===== config.mk =====
export PLATFORM = sky130hd
export DESIGN_NAME = inst_fetch_unit
export DESIGN_NICKNAME = d
export VERILOG_FILES = /design/src/rtl/inst_fetch_unit_pkg.sv /design/src/rtl/inst_fetch_unit.sv
export SDC_FILE = /design/constraint.sdc
export NUM_CORES = 1
export LEC_CHECK = 0
export ABC_AREA = 1
export CORE_ASPECT_RATIO = 0.5
export CORE_UTILIZATION = 43
export CTS_CLUSTER_SIZE = 24
export DETAILED_ROUTE_END_ITERATION = 8
export MAX_ROUTING_LAYER = met4
export PLACE_DENSITY_LB_ADDON = 0.25
export SLEW_MARGIN = 20
export SYNTH_ARGS = -nofsm -noshare
export SYNTH_HDL_FRONTEND = slang
export SYNTH_SLANG_ARGS = --single-unit

===== constraint.sdc =====
create_clock -name clk -period 1.77 [get_ports clk]
set_input_delay 0.177 -clock clk [delete_from_list [all_inputs] [get_ports clk]]
set_output_delay 0.177 -clock clk [all_outputs]
set_load 0.1 [all_outputs]

===== src/rtl/inst_fetch_unit_pkg.sv =====
// Shared constants and types for the instruction fetch unit.
// Holds bus widths, the default reset PC and the fetch FSM state encoding.
package inst_fetch_unit_pkg;

    localparam int INST_ADDR_BUS = 32;
    localparam int INST_DATA_BUS = 32;

    localparam logic [INST_ADDR_BUS-1:0] RESET_PC_DEF = 32'h8000_0000;

    typedef enum logic [1:0] {
        IFU_S_REQ  = 2'd0,
        IFU_S_WAIT = 2'd1,
        IFU_S_OUT  = 2'd2
    } ifu_state_e;

    // Fetch addresses are always word aligned; low two bits of any target are dropped.
    function automatic logic [INST_ADDR_BUS-1:0] align_word(input logic [INST_ADDR_BUS-1:0] a);
        return {a[INST_ADDR_BUS-1:2], 2'b00};
    endfunction

endpackage


===== src/rtl/inst_fetch_unit.sv =====
// Single-outstanding instruction fetch: owns the PC, issues one word request at a
// time, presents {pc, inst} to decode, and squashes stale fetches on redirect.
module inst_fetch_unit
    import inst_fetch_unit_pkg::*;
#(
    parameter logic [INST_ADDR_BUS-1:0] RESET_PC = RESET_PC_DEF
) (
    input  logic                     clk,
    input  logic                     rst,
    output logic                     imem_req_valid_o,
    input  logic                     imem_req_ready_i,
    output logic [INST_ADDR_BUS-1:0] imem_req_addr_o,
    input  logic                     imem_rsp_valid_i,
    input  logic [INST_DATA_BUS-1:0] imem_rsp_data_i,
    output logic                     id_valid_o,
    input  logic                     id_ready_i,
    output logic [INST_ADDR_BUS-1:0] id_pc_o,
    output logic [INST_DATA_BUS-1:0] id_inst_o,
    input  logic                     redirect_valid_i,
    input  logic [INST_ADDR_BUS-1:0] redirect_target_i,
    input  logic                     halt_i
);

    ifu_state_e               state;
    logic [INST_ADDR_BUS-1:0] pc;
    logic [INST_ADDR_BUS-1:0] pc_d;
    logic [INST_DATA_BUS-1:0] inst_q;
    logic                     drop_q;
    logic                     req_fire;
    logic                     id_fire;

    // A redirect kills both the outgoing request and the presented instruction in the same cycle.
    assign imem_req_valid_o = (state == IFU_S_REQ) & ~halt_i & ~redirect_valid_i & ~rst;
    assign id_valid_o       = (state == IFU_S_OUT) & ~redirect_valid_i & ~rst;
    assign imem_req_addr_o  = rst ? '0 : pc;
    assign id_pc_o          = rst ? '0 : pc;
    assign id_inst_o        = rst ? '0 : inst_q;

    assign req_fire = imem_req_valid_o & imem_req_ready_i;
    assign id_fire  = id_valid_o & id_ready_i;

    always_comb begin
        pc_d = pc;
        if (rst)
            pc_d = RESET_PC;
        else if (redirect_valid_i)
            pc_d = align_word(redirect_target_i);
        else if (id_fire)
            pc_d = pc + 32'd4;
    end

    always_ff @(posedge clk) begin
        pc <= pc_d;
    end

    always_ff @(posedge clk) begin
        if (rst) begin
            state  <= IFU_S_REQ;
            drop_q <= 1'b0;
            inst_q <= '0;
        end else begin
            case (state)
                IFU_S_REQ: begin
                    if (req_fire) begin
                        state  <= IFU_S_WAIT;
                        drop_q <= 1'b0;
                    end
                end
                IFU_S_WAIT: begin
                    // The in-flight word belongs to the old path; remember to discard it if it is still coming.
                    if (redirect_valid_i) begin
                        if (imem_rsp_valid_i)
                            state <= IFU_S_REQ;
                        else
                            drop_q <= 1'b1;
                    end else if (imem_rsp_valid_i) begin
                        if (drop_q) begin
                            drop_q <= 1'b0;
                            state  <= IFU_S_REQ;
                        end else begin
                            inst_q <= imem_rsp_data_i;
                            state  <= IFU_S_OUT;
                        end
                    end
                end
                IFU_S_OUT: begin
                    if (redirect_valid_i || id_fire)
                        state <= IFU_S_REQ;
                end
                default: state <= IFU_S_REQ;
            endcase
        end
    end

endmodule


# Yosys cells after proc, flatten, opt, wreduce, memory -nomap -nowiden
# Index checks and enable logic that the tools add are counted.
# word_totals
out_inout_bits	98
mem_bits_rw	0
word_cells	48
memories	0
rom_bits	0
inputBits	71
reg_bits	67
latch_bits	0
# op_classes
n_lt_le_gt_ge	0
n_eq_ne	7
reduce_logical	8
div	0
muxes	16
bitwise	11
mul	0
addsub	1
shift	0
# ops
op	n
32-bit 2-to-1 mux	4
32-bit by 3-bit adder with 32-bit output (second input constant)	1
2-bit 2-to-1 mux	6
4-bit AND reduction	2
1-bit bitwise AND	7
3-bit != test (second input constant)	2
2-bit one-hot mux with 3 select lines	1
1-bit 2-to-1 mux	4
2-bit != test (second input constant)	2
1-bit NOT	4
2-bit nonzero test	2
3-bit AND reduction	1
2-bit by 1-bit == test with 1-bit output (second input constant)	1
2-bit == test (second input constant)	1
2-bit logical NOT	1
2-bit by 1-bit != test with 1-bit output (second input constant)	1
1-bit one-hot mux with 2 select lines	1
2-bit OR reduction	1
1-bit logical OR	1

# Depth between registers and ports, before layout
# Gate-level depths: netlist (run 1).
# depth
word_depth	7
depth_mapped	11
ltp_nobuf	10

# Worst setup path after synthesis (run 1)
# OpenSTA, ideal clock, no wires.
# synth_path
path_kind	in2out
start	input redirect_valid_i
end	output id_valid_o
path_stages	3
path_buffers	2
path_slack_ns	-1.814
required_ns	1.593
arrival_time_ns	3.407
cell_sequence	buf_2 > buf_4 > nor4_1
# synth_between
elab_chain_cells	3
# synth_rtl
item	line_no	rtl
from (decl)	inst_fetch_unit.sv:19	input logic redirect_valid_i,
1-bit NOT (no source line)	--	
1-bit bitwise AND (2 in a row)	inst_fetch_unit.sv:34	assign id_valid_o = (state == IFU_S_OUT) & ~redirect_valid_i & ~rst;
to (decl)	inst_fetch_unit.sv:15	output logic id_valid_o,
# No other way between the ends.

# Worst setup path after layout (run 1)
# layout_path
start	register pc[3]
end	register pc[28]
# layout_between
elab_chain_cells	3
# layout_rtl
item	line_no	rtl
from (decl)	inst_fetch_unit.sv:25	logic [INST_ADDR_BUS-1:0] pc;
from (signal assigned)	inst_fetch_unit.sv:53	pc <= pc_d;
32-bit by 3-bit adder with 32-bit output	inst_fetch_unit.sv:49	pc_d = pc + 32'd4;
32-bit 2-to-1 mux	inst_fetch_unit.sv:48	else if (id_fire)
32-bit 2-to-1 mux	inst_fetch_unit.sv:46	else if (redirect_valid_i)
# No other way between the ends. The select of a mux whose other input is x is not followed.
# A chain may end at the register's enable or synchronous reset.

==> run metrics, run 1 <==
status=finished, violations left; failing checks=design-rule violations; WP data arrival=1810 ps; CP Cell Sequence=ha_1, nand3_1, inv_2, nand2_2, nor2_1, nand2_1, nand2_1, nand3_1, nand2_1, nand2_1; GRT overflow=0; clock skew=just under 5 ps; share of cells above drive strength 1=28.0%; CP Launch Type=register; CP endpoint kind=register; vias in the first global route=~4400; Reg clk slew, reported paths=60 ps; Reg2Reg Setup Slack=180 ps; Seq/Total Area, Yosys=32.3%; Vias/cell=about 5.0; per-cell routed wire length=roughly 14 microns; Synth Register Bits=65; nets@finish=857; Ports=approximately 170; Num Clock Sinks=65; Antenna Nets Post-Route=0; worst vdd ir=0.000569 V; initial antenna violation count=0; Mapped Avg Cell Area=6.15 sq um; unrepaired setup endpoints after global routing=false; placed cells=891; wirelength, routed=12.3 mm; core area=between 8000 and 9000 sq um; Total Routing Usage GR=27.2%; root buf cell=clkbuf_16; post-synthesis instance total=655; # rows=24; final cell count without fillers=around 910; largest net degree at the start of global routing=66; total number of vias=4524; Chip Height=a little over 70 microns; CP most frequent cell=nand2_1; Tot Pwr=4680 uW; Worst path max stage delay=380 ps; yosys warns=0; routability cong.=0.953; drt first pass iters=9; Max clock buf depth=2; Leakage=0.00269 uW; HP Class=input pin to register; Die Width=139 microns; DP HPWL=~9.5 mm; DRC=7; final max-slew violation count=0; CP max FO=4; CTS buffer count=9; max-cap violations=0; first-pass GRT wire length=20.7 mm; drt initial violations=252; slowest library cell on the worst path=dfxtp_1; Pwr Density=649 nW/um^2; commonest non-fill, non-tap cells in the layout=nand2_1, buf_12, inv_1; required time worst endpoint=2000 ps; Period Utilization, post-route=89.6%; I/O Buffers=162; post-synthesis cell area=4030 sq um; min Tclk post-route=1590 ps; ant diodes=0; post-synth cell types=33; final hold vios=0; commonest non-fill, non-tap cell in the layout=nand2_1; Worst-Skew Late Latency=~330 ps; Starting Density=45.3%; area added between synthesis and finish=78.9%; CTS tree=yes; DIE AREA=just under 10000 sq um; final setup fails=0; worst setup path class=register to register; final core utilization=about 81%; H-tree lvl count=3; fmax=631 MHz
-- cell usage after synthesis (all sizes together) --
cell type	n	area [sq um]
nor2	145	618
nand2	143	549
inv	78	295
dfxtp	65	1300
o21ai	51	255
a21oi	46	230
buf	46	324
nand3	42	223
clkbuf	16	62.6
xor2	7	61.3
a31oi	3	18.8
o211ai	3	22.5
and2	2	12.5
nand4	2	12.5
a22oi	1	7.51
clkinv	1	3.75
conb	1	3.75
ha	1	12.5
nor4	1	6.26
xnor2	1	8.76
-- stage by stage --
step	cell area [sq um]	setup slack (ps)	hold slack [ps]	TNS [ps]
5_1_grt	7210	35.1	195	0
4_1_cts	7210	72.5	174	0
3_3_place_gp	6900	44.7	448	0
6_report	7210	184	178	0
3_5_place_dp	6900	5.01	467	0
2_1_floorplan	4500	-277	316	-5570
-- critical path: cells and delay by family, from the launching register on --
| kind | cells | cell delay [ps] |
|---|---|---|
| buf+inv | 1 | 100 |
| flops | 1 | 380 |
| simple gates | 8 | 790 |
| fa+ha+maj | 1 | 210 |
-- layer usage --
metal	vias up	share of wire [%]	track usage [%]	wire length, microns
met5	-	0	-	0
met4	0	1.8	8.27	221
met3	20	7.8	8.85	965
met2	148	49	47.3	6030
met1	2092	41	29.9	5120
li1	2264	-	-	-
-- state kept, by name (all words and copies together), names as in the netlist --
name / count
pc: 30
state: 2
drop_q: 1
inst_q: 32
-- logic make-up after synthesis --
family	Yosys count	share of synthesized area (%)
fa+ha+maj	1	0.311
buf+inv	141	17.0
xor+xnor	8	1.74
flops	65	32.3
other cells	1	0.0931
compound gates	104	13.3
simple gates	335	35.3
-- final timing paths --
path / from / to / cells after the start
worst min register to register: inst_q[26] / inst_q[26] / 2
worst max register to register: pc[3] / pc[28] / 10
worst max-delay path: pc[3] / pc[28] / 10
worst min-delay path: rst / state[0] / 2
-- cell type report --
| type | instances | area (sq um) |
|---|---|---|
| timing repair buffer | 178 | 2720 |
| multi-input combinational | 452 | 2440 |
| fill | 575 | 1680 |
| sequential | 65 | 1300 |
| inverter | 79 | 299 |
| clock buffer | 9 | 225 |
| tap | 117 | 146 |
| clock inverter | 7 | 77.6 |
-- report_power, final --
group	leakage [uW]	total (uW)	internal, uW	switching, uW
Sequential	0.000530	1570	1520	52.6
Clock	0.000146	1800	1100	703
Combinational	0.00202	1300	477	827
Total	0.00269	4680	3090	1580
-- timing repair --
action / 4_1_cts / 5_1_grt
hold buffers: 0 / 0
setup endpoints to repair: 0 / 3
buffers inserted: 0 / 0
gates resized for setup: 0 / 1
Note: power is estimated with default switching activity, not from simulation.
==> run 2, diff against run 1 <==
- CTS_CLUSTER_DIAMETER: not set -> 100
- CTS_CLUSTER_SIZE: 24 -> not set
- SLEW_MARGIN: 20 -> not set
==> results of run 2 <==
No change in the layout: final DEF, timing and power equal those of run 1.
==> variant (config.mk and constraints of run 1) <==
Register the input `redirect_target_i` before use, without a reset. The logic sees it one clock later. The other inputs are not delayed to match.
--- a/src/rtl/inst_fetch_unit.sv
+++ b/src/rtl/inst_fetch_unit.sv
@@ -20,6 +20,12 @@
     input  logic [INST_ADDR_BUS-1:0] redirect_target_i,
     input  logic                     halt_i
 );
+
+    logic [INST_ADDR_BUS-1:0] redirect_target_q;
+
+    always_ff @(posedge clk) begin
+        redirect_target_q <= redirect_target_i;
+    end
 
     ifu_state_e               state;
     logic [INST_ADDR_BUS-1:0] pc;
@@ -44,7 +50,7 @@
         if (rst)
             pc_d = RESET_PC;
         else if (redirect_valid_i)
-            pc_d = align_word(redirect_target_i);
+            pc_d = align_word(redirect_target_q);
         else if (id_fire)
             pc_d = pc + 32'd4;
     end
Behaviour: not the same (a bounded check fails within 4 cycles, from zero or initial values and one cycle with rst high).
==> variant against run 1 <==
Power grew 21%; synthesized area grew 15%; sequential power grew 45%; setup slack gained 39 ps; wire length grew 4.6%; combinational power shrank 8%; sequential cell count grew 30; count of clock-buffer cells in the layout grew 1; design area grew 7.8%; via count grew 3.2%; clock skew grew 1.4 ps.
==> variant: results (changes against run 1) <==
GPL Wtd Cong = 0.953 (about the same)
Compound-gate portion of the synthesized area = 14.0% (was 13.3%)
Adder-cell share of the synthesized area = 0.269% (was 0.311%)
FF-to-FF setup slack = 220 ps (was 180 ps)
DR iter-0 viols = 234 (was 252)
Drt pass-1 iters = 5 (was 9)
Crit path max fanout = 6 (was 4)
Critical Path Start = pc[2] (was pc[3])
FF-to-FF End = pc[22] (was pc[28])
Vias in the first global route = 4378 (was 4418)
Fin Clk Skew = 6.37 ps (was 4.96 ps)
Setup repair bufs after CTS = 0 (unchanged)
Final WL = 12.9 mm (was 12.3 mm)
CP max stage delay = 370 ps
Synth area leaders = dfxtp_1 (41%), nand2_1 (12%), inv_1 (8.0%) (was dfxtp_1 (32%), nand2_1 (13%), nor2_1 (12%))
Vias/cell = 4.84 (was 4.99)
Post-synthesis xor/xnor area fraction = 1.13% (was 1.74%)
H-tree depth = 3 (unchanged)
Status = complete, no violations (was finished, violations left)
Synth top cells by count = nand2_1 (152), inv_1 (99), nor2_1 (98) (was nand2_1 (140), nor2_1 (127), inv_1 (72))
First-pass GRT wire length = 20.7 mm (about the same)
Final net count = 892 (was 857)
Fill cells = 783 (was 575)
Post-synth cell types = 31 (was 33)
Share of layout cells above drive strength 1 = 25.3% (was 28.0%)
CTS resizes = 0 (unchanged)
==> variant: worst min path at each step <==
stage	end	slack, ps	startpoint
after floorplan	redirect_target_q[10]	200	redirect_target_i[10]
after global placement	inst_q[0]	440	inst_q[0]
after detailed placement	pc[11]	440	redirect_target_q[11]
after CTS	pc[7]	210	rst
after global routing	pc[7]	220	rst
final	pc[7]	210	rst
==> variant: worst reg2reg max path: cells and delay by family (launching register included) <==
kind | cells | cell delay, ps
adders and majority gates | 1 | 240
and+or+nand+nor | 7 | 760
AOI/OAI and AO/OA | 1 | 120
DFF | 1 | 370
==> variant: metrics by stage <==
stage	hold WS [ps]	area, µm²	instances	total power [mW]	setup WS, ps
3_5_place_dp	439	7440	949	3.52	81.8
5_1_grt	223	7770	965	5.87	105
4_1_cts	210	7770	965	5.71	246
2_1_floorplan	205	4920	698	3.07	-355
6_report	215	7770	965	5.68	223
3_3_place_gp	438	7440	949	3.51	143
==> variant: power breakdown <==
| part | internal (mW) | leakage (nW) | switching [mW] | total [mW] |
|---|---|---|---|---|
| sequential | 2.22 | 0.783 | 0.0547 | 2.28 |
| clock | 1.38 | 0.166 | 0.820 | 2.20 |
| combinational | 0.447 | 2.08 | 0.754 | 1.20 |
==> variant: area by class of cell <==
type / count / area, µm² / share of cell area, %
inverter: 103 / 387 / 4.97
clock inverter: 6 / 109 / 1.40
multi-input combinational: 437 / 2250 / 28.9
sequential: 95 / 1900 / 24.5
tap: 140 / 175 / 2.25
clock buffer: 10 / 229 / 2.94
timing repair buffer: 174 / 2730 / 35.0
==> variant: metal layers <==
metal / global-route usage, % / vias up / wire [µm]
met5: - / - / 0
met4: 5.67 / 0 / 163
met3: 7.84 / 15 / 1070
met2: 41.1 / 173 / 6250
met1: 28.2 / 2129 / 5420
li1: - / 2352 / -
